### src/rtl/datapath_pkg.sv
// Shared datapath types for the tensor-core load/store path.
// Holds the word type and the dcache port arbiter state encoding.
package datapath_pkg;

    typedef logic [31:0] word_t;

    typedef enum logic [1:0] {
        IDLE  = 2'd0,
        OWN_S = 2'd1,
        OWN_M = 2'd2
    } arb_state_t;

    localparam int WAIT_CNT_W = 16;

endpackage

### src/rtl/dcache_port_arb.sv
// Shares the single dcache port between the scalar and matrix LS units.
// Define DCACHE_ARB_RR_EN for round-robin; default is fixed scalar priority.
module dcache_port_arb
    import datapath_pkg::*;
(
    input  logic                  CLK,
    input  logic                  nRST,
    input  logic                  s_dmemREN,
    input  logic                  s_dmemWEN,
    input  word_t                 s_dmemaddr,
    input  word_t                 s_dmemstore,
    output word_t                 s_dmem_in,
    output logic                  s_dhit,
    input  logic                  m_dmemREN,
    input  logic                  m_dmemWEN,
    input  word_t                 m_dmemaddr,
    input  word_t                 m_dmemstore,
    output word_t                 m_dmem_in,
    output logic                  m_dhit,
    output logic                  dmemREN,
    output logic                  dmemWEN,
    output word_t                 dmemaddr,
    output word_t                 dmemstore,
    input  word_t                 dmem_in,
    input  logic                  dhit_in,
    output logic [1:0]            grant,
    output logic [WAIT_CNT_W-1:0] wait_cnt
);

    arb_state_t state, state_n, pick;
    logic s_req, m_req, m_first;
    logic [WAIT_CNT_W-1:0] wait_q;

    assign s_req = s_dmemREN | s_dmemWEN;
    assign m_req = m_dmemREN | m_dmemWEN;

`ifdef DCACHE_ARB_RR_EN
    logic last_m;

    // Contention goes to whoever did not own the port last.
    assign m_first = ~last_m;

    always_ff @(posedge CLK or negedge nRST) begin
        if (!nRST) begin
            last_m <= 1'b1;
        end else if (state_n != IDLE) begin
            last_m <= (state_n == OWN_M);
        end
    end
`else
    assign m_first = 1'b0;
`endif

    always_comb begin
        pick = IDLE;
        if (s_req && m_req) begin
            pick = m_first ? OWN_M : OWN_S;
        end else if (s_req) begin
            pick = OWN_S;
        end else if (m_req) begin
            pick = OWN_M;
        end
    end

    always_comb begin
        state_n = state;
        unique case (state)
            IDLE: begin
                state_n = pick;
            end
            OWN_S: begin
                if (dhit_in) begin
                    state_n = pick;
                end else if (!s_req) begin
                    state_n = IDLE;
                end
            end
            OWN_M: begin
                if (dhit_in) begin
                    state_n = pick;
                end else if (!m_req) begin
                    state_n = IDLE;
                end
            end
            default: begin
                state_n = IDLE;
            end
        endcase
    end

    always_ff @(posedge CLK or negedge nRST) begin
        if (!nRST) begin
            state <= IDLE;
        end else begin
            state <= state_n;
        end
    end

    always_comb begin
        dmemREN   = 1'b0;
        dmemWEN   = 1'b0;
        dmemaddr  = '0;
        dmemstore = '0;
        s_dhit    = 1'b0;
        m_dhit    = 1'b0;
        s_dmem_in = '0;
        m_dmem_in = '0;
        unique case (state)
            OWN_S: begin
                // A write wins over a simultaneous read.
                dmemWEN   = s_dmemWEN;
                dmemREN   = s_dmemREN & ~s_dmemWEN;
                dmemaddr  = s_dmemaddr;
                dmemstore = s_dmemstore;
                s_dhit    = dhit_in;
                s_dmem_in = dmem_in;
            end
            OWN_M: begin
                dmemWEN   = m_dmemWEN;
                dmemREN   = m_dmemREN & ~m_dmemWEN;
                dmemaddr  = m_dmemaddr;
                dmemstore = m_dmemstore;
                m_dhit    = dhit_in;
                m_dmem_in = dmem_in;
            end
            default: begin
            end
        endcase
    end

    assign grant = {state == OWN_M, state == OWN_S};

    always_ff @(posedge CLK or negedge nRST) begin
        if (!nRST) begin
            wait_q <= '0;
        end else if (((state == OWN_S) && m_req) ||
                     ((state == OWN_M) && s_req)) begin
            if (wait_q != '1) begin
                wait_q <= wait_q + 1'b1;
            end
        end
    end

    assign wait_cnt = wait_q;

endmodule

### config.mk
export PLATFORM = sky130hd
export DESIGN_NAME = dcache_port_arb
export DESIGN_NICKNAME = d
export VERILOG_FILES = /design/src/rtl/datapath_pkg.sv /design/src/rtl/dcache_port_arb.sv
export SDC_FILE = /design/constraint.sdc
export NUM_CORES = 1
export LEC_CHECK = 0
export CAP_MARGIN = 15
export CORE_AREA = 2 2 122 124
export CTS_BUF_LIST = sky130_fd_sc_hd__clkbuf_2
export DETAILED_ROUTE_END_ITERATION = 12
export DIE_AREA = 0 0 124 126
export GPL_TIMING_DRIVEN = 1
export PLACE_DENSITY = 0.56
export SLEW_MARGIN = 20
export SYNTH_ARGS = -nofsm -noshare
export SYNTH_HDL_FRONTEND = slang
export SYNTH_SLANG_ARGS = --single-unit
export TNS_END_PERCENT = 50
### constraint.sdc
create_clock -name CLK -period 2.6 [get_ports CLK]
set_input_delay 0.52 -clock CLK [delete_from_list [all_inputs] [get_ports CLK]]
set_output_delay 0.52 -clock CLK [all_outputs]
set_load 0.01 [all_outputs]
After elaboration in Yosys (flattened, before gate mapping)
Cells that the tools add are included.
Storage, ports and cells
  register bits: 18
  input bits: 167
  logic and storage cells: 37
Operators by class
  $add $sub $neg: 1
  equal/unequal tests: 5
  muxes and demuxes: 16
  bitwise logic cells: 6
  reductions and logical operators: 7
Operators by type and width (number)
  case mux 32 bit (2 select lines): 2
  two-way mux 32 bit: 2
  adder 16 x 1 -> 16 bit (second input constant): 1
  != test 16 bit (second input constant): 1
  two-way mux 2 bit: 7
  != test 3 bit (second input constant): 2
  case mux 2 bit (3 select lines): 1
  case mux 1 bit (2 select lines): 2
  AND reduction 2 bit: 2
  logical AND 1 bit: 3
  bitwise AND 1 bit: 2
  == test 2 x 1 -> 1 bit (second input constant): 1
  == test 2 bit (second input constant): 1
  logical NOT 2 bit: 1
  two-way mux 1 bit: 2
  inverter 1 bit: 2
  bitwise OR 1 bit: 2
  logical OR 1 bit: 1

Logic depth before layout (Yosys ltp)
  word-level depth: 6
  depth in mapped cells: 7

Least setup slack after synthesis
Ideal clock, no wire load.
  path type: register to output
  start: register state[0]
  end: output port m_dmem_in[21]
  data arrival time: 1642 ps
  slack: 438 ps
  stages on the path, launching flop included: 7
  path through: dfrtp_1 > inv_1 > ha_1 > clkbuf_1 > clkbuf_1 > clkbuf_1 > and2_1
Between the ends
  word-level cells in the longest chain between the ends: 2
Ends and longest elaborated chain
  from (decl): RTL line dcache_port_arb.sv:30  | arb_state_t state, state_n, pick;
  from (signal assigned): RTL line dcache_port_arb.sv:95  | state <= state_n;
  == test 2 bit
  net grant[1]: RTL line dcache_port_arb.sv:26  | output logic [1:0] grant,
  two-way mux 32 bit: RTL line dcache_port_arb.sv:108  | unique case (state)
  to (decl): RTL line dcache_port_arb.sv:18  | output word_t m_dmem_in,
The timed path passes the listed nets, and every way through them passes these cells.

Worst setup path in the final report
  start: register state[1]
  end: output port dmemaddr[26]
Between the ends
  word-level cells in the longest chain between the ends: 2
  elaborated cells on any way between the ends: 3
  those cells by class: eq/ne (2); mux (1)
Ends and longest elaborated chain
  == test 2 bit or == test 2 x 1 -> 1 bit (tied branches): RTL line dcache_port_arb.sv:108
  case mux 32 bit (2 select lines) *: RTL line dcache_port_arb.sv:108
  to (decl): RTL line dcache_port_arb.sv:22  | output word_t dmemaddr,
Every way passes the cells marked *; elsewhere a longest branch is shown, timed or not.

==> reports/metrics.yaml <==
floorplan:
  die_w_um: 124
  ioPinCount: 317
  dieHeight_um: 126
  rows: 44
  core_um2: 14300
  start_util: 0.168
  die_area_um2: 15600
yosys:
  ys_warn_count: 0
  syn_inst: 319
  ys_ff_latch: 18
  syn-num-nets: 491
  synth_top_area_cell: "a22oi_1"
  synth_top_area_frac: 0.203
  yosys-top-cells-area: "a22oi_1 20%, dfrtp_1 19%, and2_1 17%"
  synth.distinct_cells: 29
  avgSynthCellArea_um2: 7.53
  synth_seq_area_share: 0.188
  syn_area_um2: 2400
setup_path:
  cp_max_fo: 13
  cp_data_arrival_time_ns: 1.98
  r2r_start: "wait_cnt[1]"
  critPathRequiredTime_ns: 2.08
  critPathLaunchType: "flop"
  path_class: "reg2out"
  cp-startpoint: "state[1]"
  end_kind: "output port"
sta:
  relSlewSlack: 0.799
  worst_pin_slew_ns: 0.298
  rsz0062_at_grt: "yes"
  fin_hold_ws_ns: 0.516
  fin_crit_ns: 2.50
  clock.fmax_mhz: 399
  hold_violations: 0
  finalSetupViolCount: 0
  period_share: 0.963
  slew_viol_final: 0
  skew_ns: 0.00306
cells_and_area:
  layoutNonFillerInstCount: 821
  fill_cells: 1422
  drive_gt1_frac: 0.0676
  final_core_util: 0.433
  finalNetCount: 809
  syn2layout_area_growth_pct: 158
clock_network:
  clockBufferDepth: 2
  hold_buffers: 0
  numCtsBuffers: 3
  insertion_delay_ns: 0.30
  htreeDepth: 1
  root_buffer: "clkbuf_2"
  cts.sinks: 18
  cts_tree: "built"
  clkSlewWorstSetupHoldPaths_ns: 0.18
route:
  first_pass_iters: 5
  drt_iter0_markers: 128
  viasPerCell: 4.48
  routed_wl_mm: 15.5
  drc: 0
  num_vias: 3675
  wl_per_cell_um: 18.9
  antenna_left: 0
global_routing:
  grt_usage: 0.171
  met2_usage: 0.328
  grt_pass1_vias: 3612
  grtUsageMet1: 0.186
  overflow: 0
  antenna_found_initial: 2
  grt_pass1_wl_mm: 20.6
  grt_max_degree: 57
  busiest_layer: "met2"
  grt_use_met3: 0.0412
job:
  maxCapViolCount: 0
placed_design:
  gp_congestion: 0.839
  portBuffers: 316
  dp_hpwl_mm: 11.7
  dp_cells: 806
power:
  p_leak_nw: 3.48
  vdd.ir_drop.worst_mv: 0.462
  power_density_nw_per_um2: 652
status:
  status: "finished clean"
min_path:
  hold_path.class: "in2async"
[layout make-up]
type                       count  area (µm²)  area share
timing repair buffer         342        3600       0.581
multi-input combinational    270        1890       0.305
sequential                    18         450      0.0727
tap                          184         230      0.0372
clock buffer                   3        15.0     0.00242
inverter                       2        7.51     0.00121
clock inverter                 1        3.75    0.000606
antenna                        1        2.50    0.000404
[synthesized netlist by cell type (all sizes together)]
library cell and n:
and2 67, a22oi 65, nor2b 65, clkbuf 29, dfrtp 18, nand3 12, xnor2 11, nand4 8
a21oi 6, ha 5, nand2 5, o21ai 5, and3 3, and4 3, a211oi 2, inv 2
nand3b 2, nor2 2, o21a 2, o41ai 2, a21boi 1, mux2 1, o2111ai 1, or4 1
xor2 1
[where the power goes]
part           switching (mW)  internal (mW)  total, mW  leakage (nW)
registers              0.0858          0.336      0.422         0.239
logic                    1.58           1.91       3.49          3.23
clock network          0.0917         0.0335      0.125        0.0140
total                    1.76           2.28       4.04          3.48
[layer usage]
| metal | vias up | share of wire |
|---|---|---|
| met4 | 2 | 0.016 |
| li1 | 1779 | - |
| met2 | 154 | 0.52 |
| met5 | - | 0.00077 |
| met3 | 22 | 0.082 |
| met1 | 1718 | 0.38 |
[cell usage in the layout (no fill, tap or decap), types with 2 or more instances in the layout]
cell	n
clkdlybuf4s50_1	197
and2_1	66
nor2b_1	65
a22oi_1	63
dlymetal6s2s_1	61
dlygate4sd2_1	58
dfrtp_1	18
buf_4	15
nand3_1	12
xnor2_1	11
nand4_1	7
a21oi_1	6
o21ai_0	5
nand2_1	5
buf_12	5
ha_4	3
clkbuf_2	3
clkbuf_16	3
inv_2	2
nand3b_1	2
a22oi_2	2
and3_1	2
and4_1	2
a211oi_1	2
o21a_1	2
nor2_1	2
o41ai_1	2
ha_1	2
buf_16	2
[registers in the layout, summed over array words and instances, names as in the netlist]
register	count
state	2
wait_cnt	16
[stage by stage]
stage                     TNS, ns  setup WS, ns  area [µm²]  total power [mW]
after global placement    -0.0812       -0.0812        5890              3.85
after global routing      -0.0228      -0.00942        6190              4.34
after floorplan                 0         0.438        2400              1.97
after CTS                  -0.653       -0.0311        5930              3.97
after detailed placement  -0.0942       -0.0942        5890              3.87
final                           0        0.0960        6190              4.04
[critical path, cell delays in order, from the launching register on]
cell,delay [ns]
dfrtp_1,0.44
buf_4,0.16
ha_4,0.22
buf_4,0.15
clkbuf_16,0.16
a22oi_1,0.19
nor2b_1,0.06
dlygate4sd2_1,0.28
[timing repair]
item | in CTS | in global routing
pin swaps | 1 | 2
setup endpoints to repair | 102 | 73
gates resized for setup | 61 | 69
setup buffers | 4 | 1
cloned | 2 | 3
[cells by family after synthesis]
kind of cell	Yosys count	share of synthesized area
flip-flops	18	0.188
buffers and inverters	31	0.0485
XOR/XNOR	12	0.0438
adder cells (fa/ha/maj)	5	0.0261
multiplexers	1	0.00625
AND/OR/NAND/NOR	168	0.435
AO/OA/AOI/OAI	84	0.253
[path summary, 6_finish.rpt]
kind / cells past startpoint / endpoint / slack [ns]
setup / recovery: 7 / dmemaddr[26] / 0.1
hold / removal: 2 / wait_cnt[2] / 0.52
setup reg to reg: 5 / wait_cnt[1] / 0.54
hold reg to reg: 1 / wait_cnt[11] / 0.53
max in group asynchronous: 2 / wait_cnt[1] / 1.88
min in group CLK: 1 / wait_cnt[11] / 0.53
(Power assumes the default switching activity.)
